File: src/rtl/alu_pkg.sv
// Shared opcode, width and type definitions for the registered 16-bit ALU.
// Imported by alu_16bit; clock gating is selected with ALU_CLOCK_GATE_EN.
package alu_pkg;

    localparam int ALU_WIDTH = 16;

    typedef logic [2:0] alu_op_t;

    localparam alu_op_t OP_ADD = 3'b000;
    localparam alu_op_t OP_SUB = 3'b001;
    localparam alu_op_t OP_AND = 3'b010;
    localparam alu_op_t OP_OR  = 3'b011;
    localparam alu_op_t OP_XOR = 3'b100;
    localparam alu_op_t OP_SHL = 3'b101;
    localparam alu_op_t OP_SHR = 3'b110;
    localparam alu_op_t OP_MUL = 3'b111;

endpackage

File: src/rtl/clock_gate.sv
// Latch-based glitch-free clock gate: enable captured while clk is low.
// Used by alu_16bit only when ALU_CLOCK_GATE_EN is defined.
module clock_gate (
    input  logic clk,
    input  logic en,
    output logic gclk
);

    logic en_lat;

    always_latch begin
        if (!clk) en_lat = en;
    end

    assign gclk = clk & en_lat;

endmodule

File: src/rtl/alu_16bit.sv
// Registered eight-operation ALU with zero/carry flags and load enable.
// Define ALU_CLOCK_GATE_EN to clock the output registers from a gated clock.
module alu_16bit
    import alu_pkg::*;
#(
    parameter int WIDTH = ALU_WIDTH
) (
    input  logic             clk,
    input  logic             rst,
    input  logic [WIDTH-1:0] a,
    input  logic [WIDTH-1:0] b,
    input  logic [2:0]       alu_op,
    input  logic             enable,
    output logic [WIDTH-1:0] result,
    output logic             zero_flag,
    output logic             carry_flag
);

    localparam int SHW = $clog2(WIDTH);

    alu_op_t            op;
    logic [WIDTH:0]     sum;
    logic [WIDTH:0]     diff;
    logic [2*WIDTH-1:0] prod;
    logic               shift_big;
    logic [WIDTH-1:0]   next_result;
    logic               next_carry;
    logic               reg_clk;

    assign op        = alu_op_t'(alu_op);
    assign sum       = {1'b0, a} + {1'b0, b};
    assign diff      = {1'b0, a} - {1'b0, b};
    assign prod      = {{WIDTH{1'b0}}, a} * {{WIDTH{1'b0}}, b};
    // Any shift amount of WIDTH or more clears the result entirely.
    assign shift_big = |b[WIDTH-1:SHW];

    always_comb begin
        next_result = '0;
        next_carry  = 1'b0;
        unique case (op)
            OP_ADD: begin
                next_result = sum[WIDTH-1:0];
                next_carry  = sum[WIDTH];
            end
            OP_SUB: begin
                next_result = diff[WIDTH-1:0];
                next_carry  = diff[WIDTH];
            end
            OP_AND: next_result = a & b;
            OP_OR:  next_result = a | b;
            OP_XOR: next_result = a ^ b;
            OP_SHL: begin
                if (!shift_big) next_result = a << b[SHW-1:0];
            end
            OP_SHR: begin
                if (!shift_big) next_result = a >> b[SHW-1:0];
            end
            OP_MUL: begin
                next_result = prod[WIDTH-1:0];
                next_carry  = |prod[2*WIDTH-1:WIDTH];
            end
            default: begin
                next_result = '0;
                next_carry  = 1'b0;
            end
        endcase
    end

`ifdef ALU_CLOCK_GATE_EN
    // rst is in the gate enable so a reset edge always reaches the flops.
    clock_gate u_clock_gate (
        .clk  (clk),
        .en   (enable | rst),
        .gclk (reg_clk)
    );
`else
    assign reg_clk = clk;
`endif

    always_ff @(posedge reg_clk) begin
        if (rst) begin
            result     <= '0;
            zero_flag  <= 1'b1;
            carry_flag <= 1'b0;
        end else if (enable) begin
            result     <= next_result;
            zero_flag  <= (next_result == '0);
            carry_flag <= next_carry;
        end
    end

endmodule

File: config.mk
export PLATFORM = sky130hd
export DESIGN_NAME = alu_16bit
export DESIGN_NICKNAME = d
export VERILOG_FILES = /design/src/rtl/alu_pkg.sv /design/src/rtl/clock_gate.sv /design/src/rtl/alu_16bit.sv
export SDC_FILE = /design/constraint.sdc
export NUM_CORES = 1
export LEC_CHECK = 0
export ABC_AREA = 1
export CAP_MARGIN = 10
export CELL_PAD_IN_SITES_DETAIL_PLACEMENT = 2
export CELL_PAD_IN_SITES_GLOBAL_PLACEMENT = 2
export CORE_MARGIN = 8
export CORE_UTILIZATION = 25
export CTS_BUF_LIST = sky130_fd_sc_hd__clkbuf_8 sky130_fd_sc_hd__clkbuf_16
export DETAILED_ROUTE_END_ITERATION = 6
export GPL_TIMING_DRIVEN = 0
export HOLD_SLACK_MARGIN = 0.06
export PLACE_DENSITY = 0.72
export SYNTH_ARGS = -nofsm -noshare
export SYNTH_HDL_FRONTEND = slang
export SYNTH_HIERARCHICAL = 1
export SYNTH_SLANG_ARGS = --single-unit
export TNS_END_PERCENT = 20
File: constraint.sdc
create_clock -name clk -period 15.9 [get_ports clk]
set_clock_uncertainty 0.05 [all_clocks]
set_input_delay 3.18 -clock clk [delete_from_list [all_inputs] [get_ports clk]]
set_output_delay 3.18 -clock clk [all_outputs]
set_load 0.01 [all_outputs]
==> results.cfg, run 1 <==
[cts]
clock_path_buffers = 2
cts_tree = yes
cts_max_level = 1
clk_pin_slew_ps = 60
cts-root-buf = clkbuf_16
cts.repair.resized = 0
insertion_delay_ps = 260
cts_setup_buffers = 0
clkSinkCount = 18
ctsHoldBuffers = 0
cts_buffers = 3

[status]
status = complete, no violations

[yosys]
synth_sequential_area_ratio_pct = 2.58
synthTopCellsByArea = fa_1 28%, nand2_1 17%, ha_1 14%
synthFlopType = dfxtp_1
synthMuxAreaShare_pct = 0
synth_cells = 2224
synthTopCellsByCount = 645 x nand2_1, 505 x inv_1, 206 x nand3_1
synthMostInstantiatedCell = nand2_1
synthSimpleGateAreaFrac_pct = 31.9
syn_area_um2 = 14000
avgSynthCellArea_um2 = 6.29
synth-edff-count = 0
synth_warnings = 6
synth_top_family_by_area = adder cells
synth_top_area_cell = fa_1
yosysTopAreaCellShare_pct = 28.0
synth_compound_area_share_pct = 6.47
synth_xor_area_share_pct = 0.376
synthAdderAreaFrac_pct = 41.7
synthArstFlopShare_pct = 0
synth_nets = 2611
ys_ff_latch = 18
yosysUniqueCellTypes = 42

[route]
routedWlPerCell_um = 22.1
wl_um = 66900
viasPerCell = 4.86
drt_iter0_drc = 694
ant_nets = 0
dr.pass1.iters = 5
drcViolationCount = 0
num_vias = 14700

[timing]
fin_setup_tns_ps = 0
rsz0062_at_grt = false
fmax_mhz = 90.0
finalHoldViolCount = 0
whs_ps = 431
fin_crit_sh_pct = 69.9
min_period_ps = 11120
setup_viol = 0
slew_viol_final = 0
relSlewSlack_pct = 31.8
worst_pin_slew_ps = 1020

[cells_and_area]
drive_above_1_share_pct = 2.72
nNetsFinal = 2669
fin_area_um2 = 15500
syn2layout_area_growth_pct = 11.1

[setup_path]
ff2ff_setup_slack_ps = 15120
max_stage_delay_ps = 690
worstPathMaxFanout = 10
crit_path_start_kind = input port
end_kind = flip-flop
cp.required_ps = 15990
critPathKind = input port to flip-flop
crit_top_cell = fa_1
cpMaxStageDelayCell = clkdlybuf4s50_1
cp.arrival_ps = 11210

[floorplan]
dieWidth_um = 253
io_pins = 56
num_rows = 86
core_area_um2 = 55200
die_h_um = 253
start_util_pct = 25.3
dieArea_um2 = 63800

[global_routing]
grt_start_max_net_pins = 12
globalRoute.totalOverflow = 0
grt_antenna_before_repair = 3
track_usage_pct = 20.9
grt_pass1_vias = 16600
grt_pass1_wl_um = 102000

[power_and_ir_drop]
power_leakage_nw = 8.73
sequentialPowerShare_pct = 1.5
p_per_area_nw_per_um2 = 221
p_clk_share_pct = 1.7
power.net_switching_mw = 2.27
ir_drop_v = 0.000141
swShare_pct = 65.8
p_comb_share_pct = 96.8
p_int_mw = 1.18

[run]
maxCapViolCount = 0

[placed_design]
io_buffers = 53
place.gp.congestion = 0.905
placedInstanceArea_um2 = 15500
hpwlAfterDp_um = 58600

[min_path]
hold_path.class = flip-flop to flip-flop
registers in the layout (all words and copies together), names as in the netlist:
register and cells:
zero_flag 1, carry_flag 1, result 16
through the flow:
step | std cells | worst slack [ps] | total power, mW | util, %
after detailed placement | 3025 | 4550 | 3.38 | 28.0
after global routing | 3029 | 4460 | 3.85 | 28.2
after global placement | 3025 | 4610 | 3.24 | 28.0
after CTS | 3029 | 4790 | 3.46 | 28.2
final | 3030 | 4780 | 3.44 | 28.2
after floorplan | 2224 | 7130 | 2.17 | -
cells in the final DEF (no fill, tap or decap), types with 4 or more instances in the layout:
cell type        count
nand2_1            645
inv_1              505
nand3_1            206
fa_1               196
ha_1               153
nor2_1             149
a21oi_1             79
clkbuf_1            63
o21ai_0             58
clkdlybuf4s50_1     53
buf_2               21
nand4_1             20
dfxtp_1             18
nand3b_1            16
inv_2               13
nor3_1              12
buf_1                7
or2_2                6
o211ai_1             6
o22ai_1              5
nand3_2              4
o21bai_1             4
worst max-delay path: cells and delay by family:
family	cells	cell delay, ps
fa+ha+maj	7	3550
buf+inv	8	2440
compound gates	2	390
simple gates	10	1620
layer usage:
metal | share of wire (%) | global-route usage (%)
met2 | 47 | 35.4
met3 | 3.2 | 1.55
met1 | 48 | 29.3
met5 | 0 | 0
met4 | 1.8 | 3.41
area by class of cell:
cell class	instances	area [µm²]
diodes	1	2.50
plain buffers	97	424
clock buffers	4	88.8
fillers	6825	39700
inverters	520	1950
multi-input cells	1589	11300
flip-flops and latches	18	360
well taps	748	936
repair buffers	53	531
worst paths after layout:
kind | start | end | depth (start not counted)
max | b[1] | carry_flag$_SDFFE_PP0P_ | 27
min | zero_flag$_SDFFE_PP1P_ | zero_flag$_SDFFE_PP1P_ | 2
max reg2reg | result[6]$_SDFFE_PP0P_ | result[6]$_SDFFE_PP0P_ | 4
min reg2reg | zero_flag$_SDFFE_PP1P_ | zero_flag$_SDFFE_PP1P_ | 2
cells by family (layout without fill, tap and decap cells):
family,Yosys count,count (layout)
flip-flops,18,18
buffers and inverters,617,674
AO/OA/AOI/OAI,166,166
XOR/XNOR,6,6
AND/OR/NAND/NOR,1068,1068
other,0,1
adder cells (fa/ha/maj),349,349
power groups by stage:
stage	clock, mW	combinational, mW	sequential (mW)
2_1_floorplan	0	2.12	0.0562
3_5_place_dp	0	3.33	0.0543
5_1_grt	0.0619	3.73	0.0538
3_3_place_gp	0	3.19	0.0539
4_1_cts	0.0595	3.35	0.0534
6_report	0.0576	3.33	0.0533
No activity file was read; power rests on OpenSTA's default activity.
==> run 2: changes to the inputs <==
==> constraint.sdc (replaced) <==
create_clock -name clk -period 11 [get_ports clk]
set_clock_uncertainty 0.05 [all_clocks]
set_input_delay 2.2 -clock clk [delete_from_list [all_inputs] [get_ports clk]]
set_output_delay 2.2 -clock clk [all_outputs]
set_load 0.01 [all_outputs]
==> results of run 2 <==
Same layout as run 1 (identical final DEF). Status: complete, no violations.
Among the figures that moved: setup slack after placement 4550 ps -> 632 ps; setup slack after layout 4780 ps -> 864 ps; register-to-register setup slack 15120 ps -> 10220 ps; total power 3.44 mW -> 4.98 mW; worst IR drop on VDD 0.000141 V -> 0.000204 V
==> run 3: changes to the inputs <==
--- a/config.mk
+++ b/config.mk
@@ -15,7 +15,8 @@
 export DETAILED_ROUTE_END_ITERATION = 6
 export GPL_TIMING_DRIVEN = 0
 export HOLD_SLACK_MARGIN = 0.06
-export PLACE_DENSITY = 0.72
+export PLACE_DENSITY_LB_ADDON = 0.1
+export SETUP_SLACK_MARGIN = 0.3
 export SYNTH_ARGS = -nofsm -noshare
 export SYNTH_HDL_FRONTEND = slang
 export SYNTH_HIERARCHICAL = 1
==> results.cfg, run 3 (synthesis results as in run 1) <==
[cells_and_area]
final-seq-area_um2 = 360
multi_input_area_um2 = 11300
fin_area_um2 = 15600
nNetsFinal = 2669
drive_above_1_share_pct = 2.76
mostFrequentLayoutCells = 645 x nand2_1, 505 x inv_1, 206 x nand3_1
syn2layout_area_growth_pct = 11.1
largest_registers = result (16), carry_flag (1), zero_flag (1)
largest_reg_flops = 16
final_common_cell = nand2_1
top_register = result
nFillCells = 6864

[route]
routedWlPerCell_um = 22.2
ant_nets = 0
num_vias = 14500
dr.pass1.iters = 5
wl_um = 67300
drt_iter0_drc = 475
drcViolationCount = 0
viasPerCell = 4.79

[setup_path]
cp.required_ps = 11080
max_stage_delay_ps = 580
crit_top_cell = nand2_1
worstPathMaxFanout = 10
worst-path-buf-inv = 8
ff2ff_setup_slack_ps = 10200
rr_endpoint = carry_flag$_SDFFE_PP0P_
end_kind = flip-flop
crit_family = adder cells
cp.arrival_ps = 10350
cpMaxStageDelayCell = buf_1
reg2reg_from = carry_flag$_SDFFE_PP0P_
cp_num_cells = 29
crit_path_start_kind = input port
critPathKind = input port to flip-flop
r2r_cells = 2

[cts]
insertion_delay_ps = 250
cts-root-buf = clkbuf_16
clock_path_buffers = 2
clk_pin_slew_ps = 60
cts_setup_buffers = 0
clkSinkCount = 18
cts_max_level = 1
ctsHoldBuffers = 0
cts_buffers = 3
cts_tree = yes

[global_routing]
grt_pass1_wl_um = 104000
globalRoute.totalOverflow = 0
grt_pass1_vias = 16500
grt_antenna_before_repair = 0
grt_start_max_net_pins = 12
track_usage_pct = 21.4

[timing]
fin_setup_tns_ps = 0
fmax_mhz = 97.4
rsz0062_at_grt = false
whs_ps = 432
relSlewSlack_pct = 32.0
setup_viol = 0
min_period_ps = 10270
slew_viol_final = 0
worst_pin_slew_ps = 1020
finalHoldViolCount = 0
fin_crit_sh_pct = 93.3

[floorplan]
core_area_um2 = 55200
num_rows = 86
die_h_um = 253
dieWidth_um = 253
dieArea_um2 = 63800
io_pins = 56
start_util_pct = 25.3

[power_and_ir_drop]
p_int_mw = 1.63
swShare_pct = 66.1
power_leakage_nw = 8.74
p_comb_share_pct = 96.7
p_clk_share_pct = 1.7
power_mw = 4.81
power.net_switching_mw = 3.18
ir_drop_v = 0.000389
p_per_area_nw_per_um2 = 309
sequentialPowerShare_pct = 1.6

[min_path]
hold_path.class = flip-flop to flip-flop
hp-start = zero_flag$_SDFFE_PP1P_
min_path_cells = 2
min_to = zero_flag$_SDFFE_PP1P_

[placed_design]
placedInstanceArea_um2 = 15500
place.gp.congestion = 0.876
hpwlAfterDp_um = 58800
io_buffers = 53

[status]
status = complete, no violations

[run]
maxCapViolCount = 0
## run 3: worst max-delay path by stage
stage / to / startpoint
after floorplan: carry_flag$_SDFFE_PP0P_ / b[2]
after global placement: carry_flag$_SDFFE_PP0P_ / b[1]
after detailed placement: carry_flag$_SDFFE_PP0P_ / b[1]
after CTS: carry_flag$_SDFFE_PP0P_ / b[1]
after global routing: carry_flag$_SDFFE_PP0P_ / b[2]
final: carry_flag$_SDFFE_PP0P_ / b[2]
## run 3: power by group through the flow
stage               Combinational (mW)  Sequential, mW  Clock, mW
floorplan                         3.06          0.0813          0
global placement                  4.59          0.0781          0
detailed placement                4.72          0.0785          0
CTS                               4.76          0.0772     0.0843
global route                      5.33          0.0778     0.0878
finish                            4.65          0.0770     0.0820
## run 3: cell type report
| cell class | count | area share (%) |
|---|---|---|
| sequential | 18 | 2.32 |
| antenna | 1 | 0.0161 |
| multi-input combinational | 1589 | 72.4 |
| clock buffer | 4 | 0.571 |
| inverter | 520 | 12.6 |
| tap | 748 | 6.02 |
| timing repair buffer | 53 | 3.41 |
| buffer | 97 | 2.74 |
## run 3: timing repair
| action | 4_1_cts | 5_1_grt |
|---|---|---|
| resized for setup | 0 | 1 |
| hold endpoints to repair | 0 | 0 |
| setup endpoints to repair | 0 | 1 |
## run 3: worst register-to-register path: stages, from the launching register on
cell	delay, ps
dfxtp_1	310
o21ai_0	250
a21oi_1	70
## run 3: stage by stage
| stage | util [%] | worst slack [ps] | instances |
|---|---|---|---|
| CTS | 28.2 | 621 | 3029 |
| global route | 28.2 | 310 | 3029 |
| floorplan | - | 3210 | 2224 |
| global placement | 28.0 | 433 | 3025 |
| detailed placement | 28.0 | 371 | 3025 |
| finish | 28.2 | 735 | 3030 |
## run 3: metal layers
metal / wire length, µm / track usage (%) / share of wire [%] / up-vias
met2: 33200 / 38.4 / 49 / 198
met4: 1430 / 3.77 / 2.1 / 0
met3: 1100 / 0.812 / 1.6 / 58
li1: - / - / - / 6804
met1: 31600 / 28.5 / 47 / 7458
met5: 0 / 0 / 0 / -
